`src/rtl/led_pkg.sv`:
```
// ---------------------------------------------------------------------------
// led_pkg
// Shared types and constants for the LED strip path.
//   color_t       24-bit pixel word, GRB byte order (G[23:16] R[15:8] B[7:0])
//   COLOR_ADDR_W  palette address width
//   seq_state_t   frame sequencer states
//   COLOR_*       palette contents, shared by color_memory and its users
//   next_index()  palette index advance with wrap
// ---------------------------------------------------------------------------
package led_pkg;

    localparam int COLOR_ADDR_W = 3;

    typedef logic [23:0] color_t;

    typedef enum logic [2:0] {
        ST_IDLE,
        ST_LOAD,
        ST_SEND,
        ST_LATCH,
        ST_HOLD
    } seq_state_t;

    // GRB order: 24'hGG_RR_BB
    localparam color_t COLOR_WHITE  = 24'hFF_FF_FF;
    localparam color_t COLOR_BLUE   = 24'h00_00_FF;
    localparam color_t COLOR_OFF    = 24'h00_00_00;
    localparam color_t COLOR_GREEN  = 24'hFF_00_00;
    localparam color_t COLOR_YELLOW = 24'hFF_FF_00;

    function automatic logic [COLOR_ADDR_W-1:0] next_index(
        input logic [COLOR_ADDR_W-1:0] idx,
        input int                      num_colors
    );
        if (int'(idx) == num_colors - 1)
            return '0;
        else
            return idx + 1'b1;
    endfunction

endpackage

```
`src/rtl/cycle_timer.sv`:
```
// ---------------------------------------------------------------------------
// cycle_timer
// Loadable down-counter. Loading N-1 makes done rise after N-1 further
// cycles, so a state that loads on entry sees done in its N-th cycle.
//   clk       in   1  clock
//   rst_n     in   1  asynchronous active-low reset
//   load      in   1  reload request (takes priority over counting)
//   load_val  in   W  value to load
//   count     out  W  remaining count
//   done      out  1  count has reached zero
// ---------------------------------------------------------------------------
module cycle_timer #(
    parameter int W = 4
) (
    input  logic         clk,
    input  logic         rst_n,
    input  logic         load,
    input  logic [W-1:0] load_val,
    output logic [W-1:0] count,
    output logic         done
);

    assign done = (count == '0);

    always_ff @(posedge clk or negedge rst_n) begin
        if (!rst_n)
            count <= '0;
        else if (load)
            count <= load_val;
        else if (!done)
            count <= count - 1'b1;
    end

endmodule

```
`src/rtl/color_sequencer.sv`:
```
// ---------------------------------------------------------------------------
// color_sequencer
// Walks the palette in order, streaming one colour word per LED to the bit
// serializer, then holds the latch gap and a dwell before the next colour.
//   clk         in   1   system clock
//   rst_n       in   1   asynchronous active-low reset
//   enable      in   1   run request, sampled in IDLE and at end of HOLD
//   mem_addr    out  3   palette address (registered; this is the index)
//   mem_data    in   24  palette word for mem_addr
//   pix_valid   out  1   pixel word available
//   pix_ready   in   1   serializer accepts word
//   pix_data    out  24  pixel word, constant for the whole frame
//   frame_done  out  1   pulse in the last latch-gap cycle
//   busy        out  1   high outside IDLE
// ---------------------------------------------------------------------------
module color_sequencer
    import led_pkg::*;
#(
    parameter int NUM_COLORS   = 5,
    parameter int NUM_LEDS     = 8,
    parameter int LATCH_CYCLES = 4000,
    parameter int HOLD_CYCLES  = 50_000_000
) (
    input  logic                    clk,
    input  logic                    rst_n,
    input  logic                    enable,
    output logic [COLOR_ADDR_W-1:0] mem_addr,
    input  color_t                  mem_data,
    output logic                    pix_valid,
    input  logic                    pix_ready,
    output color_t                  pix_data,
    output logic                    frame_done,
    output logic                    busy
);

    localparam int TMR_MAX = (LATCH_CYCLES > HOLD_CYCLES) ? LATCH_CYCLES : HOLD_CYCLES;
    localparam int TMR_W   = $clog2(TMR_MAX + 1);
    localparam int PIX_W   = $clog2(NUM_LEDS + 1);

    localparam logic [TMR_W-1:0] LATCH_LOAD = TMR_W'(LATCH_CYCLES - 1);
    localparam logic [TMR_W-1:0] HOLD_LOAD  = TMR_W'(HOLD_CYCLES - 1);
    localparam logic [PIX_W-1:0] PIX_LAST   = PIX_W'(NUM_LEDS - 1);

    seq_state_t       state;
    logic [PIX_W-1:0] pix_cnt;
    logic             xfer;
    logic             last_xfer;
    logic             tmr_load;
    logic [TMR_W-1:0] tmr_val;
    logic [TMR_W-1:0] tmr_count;
    logic             tmr_done;

    assign xfer      = pix_valid & pix_ready;
    assign last_xfer = (state == ST_SEND) && xfer && (pix_cnt == PIX_LAST);

    // The timer is reloaded on the same edge that enters LATCH or HOLD.
    always_comb begin
        tmr_load = 1'b0;
        tmr_val  = LATCH_LOAD;
        if (last_xfer) begin
            tmr_load = 1'b1;
            tmr_val  = LATCH_LOAD;
        end else if (state == ST_LATCH && tmr_done) begin
            tmr_load = 1'b1;
            tmr_val  = HOLD_LOAD;
        end
    end

    cycle_timer #(
        .W (TMR_W)
    ) u_timer (
        .clk      (clk),
        .rst_n    (rst_n),
        .load     (tmr_load),
        .load_val (tmr_val),
        .count    (tmr_count),
        .done     (tmr_done)
    );

    always_ff @(posedge clk or negedge rst_n) begin
        if (!rst_n) begin
            state      <= ST_IDLE;
            mem_addr   <= '0;
            pix_data   <= '0;
            pix_valid  <= 1'b0;
            pix_cnt    <= '0;
            frame_done <= 1'b0;
            busy       <= 1'b0;
        end else begin
            frame_done <= 1'b0;
            case (state)
                ST_IDLE: begin
                    if (enable) begin
                        state <= ST_LOAD;
                        busy  <= 1'b1;
                    end
                end

                ST_LOAD: begin
                    pix_data  <= mem_data;
                    pix_cnt   <= '0;
                    pix_valid <= 1'b1;
                    state     <= ST_SEND;
                end

                ST_SEND: begin
                    if (xfer) begin
                        pix_cnt <= pix_cnt + 1'b1;
                        if (last_xfer) begin
                            pix_valid  <= 1'b0;
                            state      <= ST_LATCH;
                            // A one-cycle gap is its own final cycle.
                            frame_done <= (LATCH_CYCLES == 1);
                        end
                    end
                end

                ST_LATCH: begin
                    if (tmr_done)
                        state <= ST_HOLD;
                    else
                        // Registered pulse: raise it when the next cycle is the last.
                        frame_done <= (tmr_count == TMR_W'(1));
                end

                ST_HOLD: begin
                    if (tmr_done) begin
                        if (enable) begin
                            mem_addr <= next_index(mem_addr, NUM_COLORS);
                            state    <= ST_LOAD;
                        end else begin
                            state <= ST_IDLE;
                            busy  <= 1'b0;
                        end
                    end
                end

                default: begin
                    state <= ST_IDLE;
                    busy  <= 1'b0;
                end
            endcase
        end
    end

endmodule

```
`config.mk`:
```
export PLATFORM = sky130hd
export DESIGN_NAME = color_sequencer
export DESIGN_NICKNAME = d
export VERILOG_FILES = /design/src/rtl/led_pkg.sv /design/src/rtl/cycle_timer.sv /design/src/rtl/color_sequencer.sv
export SDC_FILE = /design/constraint.sdc
export NUM_CORES = 1
export LEC_CHECK = 0
export BUFFER_PORTS_ARGS = -buffer_cell sky130_fd_sc_hd__buf_2
export CAP_MARGIN = 20
export CORE_MARGIN = 2
export CORE_UTILIZATION = 32
export CTS_BUF_LIST = sky130_fd_sc_hd__clkbuf_4 sky130_fd_sc_hd__clkbuf_8
export CTS_CLUSTER_DIAMETER = 200
export CTS_CLUSTER_SIZE = 30
export DETAILED_ROUTE_END_ITERATION = 6
export GPL_TIMING_DRIVEN = 0
export HOLD_SLACK_MARGIN = 0.02
export SYNTH_ARGS = -nofsm -noshare
export SYNTH_HDL_FRONTEND = slang
export SYNTH_SLANG_ARGS = --single-unit
```
`constraint.sdc`:
```
create_clock -name clk -period 5.6 [get_ports clk]
set_input_delay 0.56 -clock clk [delete_from_list [all_inputs] [get_ports clk]]
set_output_delay 0.56 -clock clk [all_outputs]
set_load 0.005 [all_outputs]
```
After elaboration in Yosys (flattened, before gate mapping)
Index checks and enable logic that the tools add are counted.
W data, S select, Z words.
{"block": "op_classes", "n_addsub": 3, "n_eq_ne": 14, "n_mux": 25, "bitwise_logic": 2, "n_reduce_logical": 12}
{"op": "$mux W26", "n": 4}
{"op": "$eq A26 B1 Y1 const B", "n": 1}
{"op": "$logic_not A26 Y1", "n": 1}
{"op": "$sub A26 B1 Y26 const B", "n": 1}
{"op": "$mux W3", "n": 6}
{"op": "$pmux W3 S5", "n": 1}
{"op": "$ne A2 B2 Y1 const B", "n": 7}
{"op": "$mux W1", "n": 10}
{"op": "$pmux W4 S2", "n": 1}
{"op": "$eq A3 B2 Y1 const B", "n": 2}
{"op": "$eq A3 B3 Y1 const B", "n": 2}
{"op": "$reduce_and A3 Y1", "n": 2}
{"op": "$reduce_and A5 Y1", "n": 1}
{"op": "$add A4 B1 Y4 const B", "n": 1}
{"op": "$eq A4 B3 Y1 const B", "n": 1}
{"op": "$mux W4", "n": 1}
{"op": "$reduce_and A4 Y1", "n": 1}
{"op": "$add A3 B1 Y3 const B", "n": 1}
{"op": "$eq A3 B1 Y1 const B", "n": 1}
{"op": "$logic_and A1 B1 Y1", "n": 3}
{"op": "$logic_not A3 Y1", "n": 1}
{"op": "$pmux W1 S3", "n": 1}
{"op": "$reduce_or A3 Y1", "n": 1}
{"op": "$pmux W1 S2", "n": 1}
{"op": "4 further kinds", "n": 4}
{"block": "totals", "regBits": 63, "inputBits": 28, "word_cells": 64}

Longest topological paths before layout
Gate-level depths: netlist of the first run.
{"block": "depth", "word_depth": 6, "mapped_depth": 8, "mapped_depth_nobuf": 7}

Cells and area by module
A second synthesis of the first run with hierarchy kept.
{"block": "hier_totals", "cells_unflattened": 308, "hier_area_um2": 3338.2}
{"mod": "color_sequencer", "n_inst": 1, "cells_per_inst": 133, "area_each_um2": 1744.2, "seq_area_each_um2": 925.9}
{"mod": "cycle_timer", "n_inst": 1, "cells_per_inst": 175, "area_each_um2": 1594.0, "seq_area_each_um2": 650.6}

Worst setup path after synthesis of the first run
Ideal clock, no wire load.
{"block": "synth_timing", "path_kind": "flip-flop to flip-flop", "start": "reg u_timer.count[0]", "end": "reg u_timer.count[17]", "arrival_time_ns": 1.919, "required_time_ns": 5.472, "setup_slack_ns": 3.553, "path_stages_with_launch": 9, "n_path_buf": 1, "cell_sequence": "dfrtp_1 > inv_1 > ha_1 > nor4b_4 > nand4_2 > nor3_4 > or2_2 > buf_6 > o32ai_1"}
{"block": "synth_between", "elab_chain_cells": 5, "word_cells_on_any_way": 10, "classes_between": "add/sub (1); eq/ne (1); mux (6); reduce/logical (2)"}
{"item": "start, declared", "line": "cycle_timer.sv:19", "text": "output logic [W-1:0] count,"}
{"item": "start signal, assigned", "line": "cycle_timer.sv:29", "text": "count <= load_val;"}
{"item": "start signal, assigned", "line": "cycle_timer.sv:31", "text": "count <= count - 1'b1;"}
{"item": "parallel branches: the longest is 5 deep, another holds $sub A26 B1 Y26"}
Several ways; the timed one is not identified. The select of a mux whose other input is x is not followed.
A chain may end at the register's enable or synchronous reset.

Final worst setup path of the first run
Same ends and word-level chain as after synthesis.

==> reports/qor.txt, run 1 <==
Outcome: finished, final reports clean
Main synth FF type: dfrtp_1
Post-cts hold buffer count: 0
TritonCTS buffer count: 9
FP Rows: 35
Crit end category: register
Dpl cell area: 3500 sq um
FMAX: 405 MHz
IO Count: 58
Post-CTS Resized: 0
Worst path arrival time: 2.69 ns
Actual slew at the worst max-slew pin: 0.803 ns
Crit start category: register
Average size of a mapped cell: 11.2 sq um
Slew HR: 46.5%
Post-Synthesis Cells: 273
Power per cell area: 411 nW/um^2
Sequential fraction of the synthesis area: 51.6%
Core box area: 9240 sq um
Post-synth ARST share: 100%
Worst slack at placement: 3.09 ns
DRC viols: 0
Syn. warnings: 0
Post-route minimum period: 2.47 ns
Flops & latches, synth: 63
Post-synth EDFFs: 0
Clock root buffer: clkbuf_8
Register-to-Register Path Depth: 8
Drt pass-1 iters: 5
Commonest cells post-synth: 63 x dfrtp_1, 28 x nor2_1, 27 x mux2_2
CTS HTree Levels: 3
Reg clk slew, reported paths: 0.07 ns
Initial antenna violation count: 0
Area growth syn-to-layout: 21.5%
Final Hold Slack: 0.292 ns
Util after Layout: 40.2%
Syn Nets: 306
Initial Util: 33.1%
Avg WL per Cell: 13.3 um
Synth top area share: 51.6%
Via count: 2,326
Die width: 102 um
Main area contributors after synthesis: dfrtp_1 52%, mux2_2 10%, nor2_1 3.4%, o21ai_0 2.3%, nor3_1 2.1%
CTS tree: done
Reg2Reg Launch Point: u_timer.count[0]
Vias per cell: 4.90
Crit path required time: 5.82 ns
Final Hold Fails: 0
RSZ-0062 raised after global routing: no
Setup violators final: 0
Hold Crit Class: input pin to async pin
Setup TNS: 0 ns
Worst r2r dst: u_timer.count[17]
Vias in the first global route: 2,199
Placer Congestion: 0.796
Worst-case clock buffer depth: 2
First DRT Iteration DRCs: 108
Clock Skew: 0.00761 ns
Clk Latency, worst-skew pair: 0.34 ns
Routed wire length: 6.33 mm
Fraction of layout cells with a size suffix above 1: 35.8%
Nets: 374
Most frequent cell after synthesis: dfrtp_1
TritonCTS Sinks: 63
Netlist cell types: 55
Number of buffers added on ports: 57
Worst setup margin: 3.13 ns
Final design area excluding fillers: 3710 sq um
Crit-path max FO: 10
Antenna viol nets, final: 0
Leakage power: 1.62 nW
Die footprint: 10,300 sq um
Period utilization: 44.1%
Die height: 102 um
Post-DP HPWL: 4.41 mm
Crit path launch: u_timer.count[0]
Total congestion overflow: 0
Global-route wire length before repair: 10.4 mm
Max IR drop VDD: 0.151 mV
Crit path kind: register to register
Post-synth top area cell: dfrtp_1
Number of max-cap violations: 0
Largest net degree at the start of global routing: 64
Antenna fix cells: 0
Flop2flop setup slack: 3.13 ns
Cell area after synthesis: 3060 sq um
Post CTS Setup Buffer Count: 0
GR Util All Layers: 12.8%
Fin. max-slew vios: 0
-- worst max path at each step --
stage	end	slack [ns]	depth (start not counted)
6_report	u_timer.count[17]	3.13	8
5_1_grt	u_timer.count[17]	2.88	8
4_1_cts	u_timer.count[17]	3.09	8
3_5_place_dp	u_timer.count[17]	3.09	8
3_3_place_gp	u_timer.count[17]	3.11	8
2_1_floorplan	u_timer.count[17]	3.55	8
-- critical path: stages, from the launching register on --
cell	delay [ns]
dfrtp_1	0.43
inv_1	0.10
ha_1	0.21
nor4b_4	0.40
nand4_2	0.37
nor3_4	0.42
or2_2	0.18
buf_6	0.14
o32ai_1	0.09
-- cells in the final DEF (no fill, tap or decap), types with 5 or more instances in the layout --
cell type  instances
dfrtp_1           63
buf_2             60
nor2_1            28
mux2_2            27
o21ai_0           14
nor3_1            13
clkbuf_8          11
nand2_1           10
a21oi_1            9
inv_1              8
nor4_1             6
nand3_1            6
a211oi_1           5
ha_1               5
-- kinds of logic after synthesis --
family                     after synthesis  share of synthesized area (%)
AOI/OAI and AO/OA                       46                           9.79
xor gates and xnor gates                 7                           2.01
adders and majority gates                5                           2.05
buffers and inverters                   17                           2.50
DFF                                     63                           51.6
muxes                                   28                           10.3
and+or+nand+nor                        107                           21.8
-- where the power goes --
part	leakage (nW)	switching, mW	total (mW)	internal [mW]
clock	0.105	0.180	0.409	0.229
combinational	0.767	0.176	0.379	0.204
sequential	0.752	0.140	0.736	0.595
-- layer usage --
metal  wire, um  global-route usage [%]  part of all wire, %
met4        125                    5.61                  2.0
met3        249                    2.83                  3.9
met5          0                       0                    0
met1       2930                    17.0                   46
met2       3030                    20.2                   48
-- area by class of cell --
type | count | area (sq um)
Fill cell | 913 | 5530
Sequential cell | 63 | 1580
Multi-Input combinational cell | 193 | 1400
Timing Repair Buffer | 57 | 288
Tap cell | 129 | 161
Clock buffer | 11 | 151
Clock inverter | 5 | 56.3
Buffer | 9 | 46.3
Inverter | 8 | 30.0
-- flip-flops by register name, summed over array words and instances, names as in the netlist --
signal	cells
pix_data	24
u_timer.count	26
busy	1
frame_done	1
pix_valid	1
pix_cnt	4
mem_addr	3
state	3
-- per-stage QoR --
stage          cells  power (mW)
2_1_floorplan    273       0.985
3_3_place_gp     459        1.11
3_5_place_dp     459        1.13
4_1_cts          475        1.55
5_1_grt          475        1.64
6_report         475        1.52
Power figures use the tool's default switching activity.
==> run 2: changes to the inputs <==
- clock period: 5.6 -> 2.4 ns (I/O delays scaled with it)
==> reports/qor.txt, run 2 (same netlist as run 1, synthesis figures left out) <==
CTS tree: done
Avg WL per Cell: 13.3 um (-0.32%)
Dpl cell area: 3500 sq um (unchanged)
Slew HR: 46.2% (-0.22 points)
Via count: 2,345 (+0.82%)
Number of buffers added on ports: 57 (unchanged)
Number of max-cap violations: 0 (unchanged)
Violated checks: hold timing
Post-route minimum period: 2.27 ns (-0.202 ns)
Clk Latency, worst-skew pair: 0.34 ns (about the same)
Core box area: 9240 sq um (unchanged)
Setup TNS: 0 ns (unchanged)
Crit path kind: register to register
CP max stage delay: 0.44 ns (about the same)
Setup violators final: 0 (unchanged)
Crit-path max FO: 8 (-2)
Vias in the first global route: 2,204 (+0.23%)
Largest regs: u_timer.count (26), pix_data (24), pix_cnt (4)
CP Cell Sequence: inv_1, ha_1, nor4b_4, buf_4, and4_1, nand2_1, mux2_2, o21a_1
Period utilization: 94.4% (+50 points)
Global-route wire length before repair: 10.4 mm (unchanged)
TritonCTS Sinks: 63 (unchanged)
Clock root buffer: clkbuf_8
Hold Crit Class: input pin to async pin
Crit end category: register
Crit path required time: 2.63 ns (-3.19 ns)
Crit start category: register
Clock Skew: 0.00785 ns (+0.000240 ns)
Reg clk slew, reported paths: 0.07 ns (about the same)
Leakage power: 1.65 nW (+1.6%)
Power per cell area: 953 nW/um^2 (+130%)
Die footprint: 10,300 sq um (unchanged)
Final Hold Slack: -0.0264 ns (-0.318 ns)
TritonCTS buffer count: 9 (unchanged)
Slowest-stage cell, CP: dfrtp_1
Die height: 102 um (unchanged)
IO Count: 58 (unchanged)
Fraction of layout cells with a size suffix above 1: 36.9% (+1.0 points)
Post-DP HPWL: 4.41 mm (unchanged)
Die width: 102 um (unchanged)
Area growth syn-to-layout: 23.0%
CTS HTree Levels: 3 (unchanged)
Most common cell after layout, fill and taps aside: dfrtp_1
Fin. max-slew vios: 0 (unchanged)
Actual slew at the worst max-slew pin: 0.807 ns (+0.00337 ns)
Final Hold Fails: 23 (+23)
Nets: 378 (+1.1%)
First DRT Iteration DRCs: 96 (-11%)
Placer Congestion: 0.796 (unchanged)
Total congestion overflow: 0 (unchanged)
Max IR drop VDD: 0.358 mV (+140%)
Vias per cell: 4.90 (about the same)
FMAX: 441 MHz (+8.9%)
Worst-case clock buffer depth: 2 (unchanged)
Initial Util: 33.1% (unchanged)
Most frequent cells in the layout: 63 x dfrtp_1, 60 x buf_2, 28 x nor2_1, 27 x mux2_2, 14 x o21ai_0
Post-cts hold buffer count: 0 (unchanged)
GR Util All Layers: 12.8% (unchanged)
FP Rows: 35 (unchanged)
DRC viols: 0 (unchanged)
Max reg flops: 26 (unchanged)
Routed wire length: 6.36 mm (+0.52%)
Biggest register: u_timer.count
Antenna viol nets, final: 0 (unchanged)
Initial antenna violation count: 0 (unchanged)
Worst path arrival time: 2.50 ns (-0.19 ns)
Largest net degree at the start of global routing: 64 (unchanged)
Antenna fix cells: 0 (unchanged)
Outcome: finished, violations left
Util after Layout: 40.7% (+0.49 points)
Drt pass-1 iters: 4 (-1)
Final design area excluding fillers: 3760 sq um (+1.2%)
## run 2: cell types whose count changed in the layout (fill, tap and decap cells not counted)
cell	change
nand4_2	-1
buf_4	+4
nand4_4	+1
nor4_2	+1
nor4_1	-1
## run 2: cell type report
cell class	instances	area (sq um)
Clock inverter	5	56.3
Clock buffer	11	151
Timing Repair Buffer	61	318
Tap cell	129	161
Buffer	9	46.3
Multi-Input combinational cell	193	1420
Sequential cell	63	1580
Inverter	8	30.0
Fill cell	906	5480
## run 2: where the power goes
part	switching [mW]	total [mW]	internal [mW]
sequential	0.334	1.72	1.39
clock	0.421	0.955	0.534
combinational	0.418	0.903	0.484
total	1.17	3.58	2.41
## run 2: stage by stage
stage	power [mW]	std cells	hold slack (ns)	setup WS (ns)
4_1_cts	3.61	477	0.0240	0.0400
5_1_grt	3.84	479	0.0696	-0.0121
6_report	3.58	479	-0.0264	0.134
2_1_floorplan	2.30	273	-0.0556	0.353
3_3_place_gp	2.59	459	0.471	-0.0920
3_5_place_dp	2.63	459	0.402	-0.105
## run 2: per-layer routing
layer	vias up	wire length (um)	global-route usage, %	share of wire [%]
li1	1137	-	-	-
met1	1145	2950	16.9	46
met2	50	3020	20.4	47
met3	13	273	2.83	4.3
met4	0	119	5.61	1.9
met5	-	0	0	0
## run 2: path summary, 6_finish.rpt
kind / start / depth (start not counted) / end / slack [ns]
max: u_timer.count[0] / 8 / u_timer.count[15] / 0.13
min: rst_n / 1 / u_timer.count[14] / -0.03
max reg2reg: u_timer.count[0] / 8 / u_timer.count[15] / 0.13
min reg2reg: pix_data[5] / 1 / pix_data[5] / 0.50
max in group asynchronous: rst_n / 1 / pix_data[7] / 1.88
min in group clk: mem_data[17] / 2 / pix_data[17] / 0.12
## run 2: worst max-delay path, delay by kind of cell, from the launching register on
family / cells / cell delay (ns)
multiplexers: 1 / 0.34
AND/OR/NAND/NOR: 3 / 0.71
AO/OA/AOI/OAI: 1 / 0.16
buffers and inverters: 2 / 0.29
adder cells (fa/ha/maj): 1 / 0.21
flip-flops: 1 / 0.44
## run 2: timing repair
item / 4_1_cts / 5_1_grt
resized for setup: 1 / 1
buffers inserted: 2 / 2
gates cloned: 0 / 0
pin swaps: 1 / 0
setup endpoints to repair: 12 / 13
==> run 3: changes to the inputs <==
- CAP_MARGIN: 20 -> unset
- PLACE_DENSITY: unset -> 0.61
- clock period: 2.4 -> 2.78 ns (I/O delays scaled with it)
==> reports/qor.txt, run 3 (same netlist as run 1, synthesis figures left out) <==
Post-DP HPWL: 4.42 mm (+0.30%)
Antenna fix cells: 0 (unchanged)
Routed wire length: 6.27 mm (-1.4%)
Initial Util: 33.1% (unchanged)
Largest regs: u_timer.count (26), pix_data (24), pix_cnt (4)
CP Cell Sequence: inv_1, ha_1, nor4b_4, nand4_2, nor3_4, or2_2, buf_6, o32ai_1
Global-route wire length before repair: 10.8 mm (+3.9%)
Crit-path max FO: 10 (+2)
Fraction of layout cells with a size suffix above 1: 35.8% (-1.0 points)
Setup violators final: 0 (unchanged)
Final Hold Fails: 0 (-100%)
Reg clk slew, reported paths: 0.08 ns (about the same)
Clock Skew: 0.00873 ns (+0.000881 ns)
Worst r2r dst: u_timer.count[17]
Worst setup margin: 0.228 ns (+0.0939 ns)
CTS tree: done
Biggest register: u_timer.count
Crit start category: register
CP max stage delay: 0.46 ns (+0.02 ns)
Avg WL per Cell: 13.2 um (-0.54%)
Max IR drop VDD: 0.425 mV (+19%)
Area growth syn-to-layout: 22.2%
Dpl cell area: 3500 sq um (unchanged)
Actual slew at the worst max-slew pin: 0.806 ns (-0.000818 ns)
Dpl cells: 459 (unchanged)
Slowest-stage cell, CP: nor3_4
CTS HTree Levels: 3 (unchanged)
Worst-case clock buffer depth: 2 (unchanged)
Final Hold Slack: 0.0219 ns (+0.0483 ns)
Leakage power: 1.63 nW (-1.2%)
IO Count: 58 (unchanged)
Antenna viol nets, final: 0 (unchanged)
Worst slack at placement: 0.242 ns (+0.347 ns)
Via count: 2,297 (-2.0%)
Die footprint: 10,300 sq um (unchanged)
Vias per cell: 4.84 (-1.2%)
Finished Layout Cells: 475 (-0.84%)
TritonCTS buffer count: 9 (unchanged)
Reg2Reg Launch Point: u_timer.count[0]
Total power draw: 3.16 mW (-12%)
Largest net degree at the start of global routing: 64 (unchanged)
Post-route minimum period: 2.55 ns (+0.286 ns)
Nets: 374 (-1.1%)
Die width: 102 um (unchanged)
Clock root buffer: clkbuf_8
Number of max-cap violations: 0 (unchanged)
Period utilization: 91.8% (-2.6 points)
Post-CTS Resized: 0 (-1)
Outcome: finished, final reports clean
GR Util All Layers: 13.2% (+0.39 points)
Most frequent cells in the layout: 63 x dfrtp_1, 60 x buf_2, 28 x nor2_1, 27 x mux2_2, 14 x o21ai_0
Worst path arrival time: 2.78 ns (+0.28 ns)
Util after Layout: 40.4% (-0.26 points)
First DRT Iteration DRCs: 87 (-9.4%)
Total congestion overflow: 0 (unchanged)
Hold Crit Class: input pin to async pin
Placer Congestion: 0.783 (-1.7%)
Core box area: 9240 sq um (unchanged)
FMAX: 392 MHz (-11%)
Setup TNS: 0 ns (unchanged)
RSZ-0062 raised after global routing: no
Die height: 102 um (unchanged)
Post-cts hold buffer count: 0 (unchanged)
Register-to-Register Path Depth: 8 (unchanged)
Drt pass-1 iters: 4 (unchanged)
Crit path kind: register to register
Power per cell area: 845 nW/um^2 (-11%)
Crit path required time: 3.00 ns (+0.37 ns)
FP Rows: 35 (unchanged)
DRC viols: 0 (unchanged)
Final design area excluding fillers: 3730 sq um (-0.63%)
TritonCTS Sinks: 63 (unchanged)
Initial antenna violation count: 0 (unchanged)
Fin. max-slew vios: 0 (unchanged)
Post CTS Setup Buffer Count: 0 (-2)
Max reg flops: 26 (unchanged)
Number of buffers added on ports: 57 (unchanged)
Most common cell after layout, fill and taps aside: dfrtp_1
Clk Latency, worst-skew pair: 0.34 ns (about the same)
Flop2flop setup slack: 0.23 ns (+0.09 ns)
Slew HR: 46.3% (+0.055 points)
Vias in the first global route: 2,276 (+3.3%)
Crit end category: register
==> run 3: power by group <==
| part | internal, mW | total [mW] | switching, mW | leakage [nW] |
|---|---|---|---|---|
| logic | 0.411 | 0.768 | 0.357 | 0.767 |
| registers | 1.20 | 1.48 | 0.280 | 0.752 |
| clock network | 0.517 | 0.910 | 0.393 | 0.112 |
| total | 2.13 | 3.16 | 1.03 | 1.63 |
==> run 3: worst max-delay path by stage <==
stage | depth (start not counted) | slack [ns] | endpoint | from
3_5_place_dp | 8 | 0.24 | u_timer.count[17] | u_timer.count[0]
6_report | 8 | 0.23 | u_timer.count[17] | u_timer.count[0]
2_1_floorplan | 8 | 0.73 | u_timer.count[17] | u_timer.count[0]
4_1_cts | 8 | 0.21 | u_timer.count[17] | u_timer.count[0]
3_3_place_gp | 8 | 0.28 | u_timer.count[17] | u_timer.count[0]
5_1_grt | 8 | 0.03 | u_timer.count[17] | u_timer.count[0]
==> run 3: routing by layer <==
layer  global-route usage [%]  wire length [um]
met5                        0                 0
met4                     3.64                78
met2                     20.0              2860
met1                     17.3              2940
met3                     5.80               399
==> run 3: cell type report <==
cell class	count	area (sq um)
fillers	900	5510
flip-flops and latches	63	1580
multi-input cells	193	1400
repair buffers	57	288
well taps	129	161
clock buffers	9	124
clock inverters	7	105
plain buffers	9	46.3
inverters	8	30.0
==> run 3: critical path: cells and delay by family (launching register included) <==
kind / cells / cell delay (ns)
buffers and inverters: 2 / 0.24
adders and majority gates: 1 / 0.22
and+or+nand+nor: 4 / 1.44
DFF: 1 / 0.44
AOI/OAI and AO/OA: 1 / 0.09
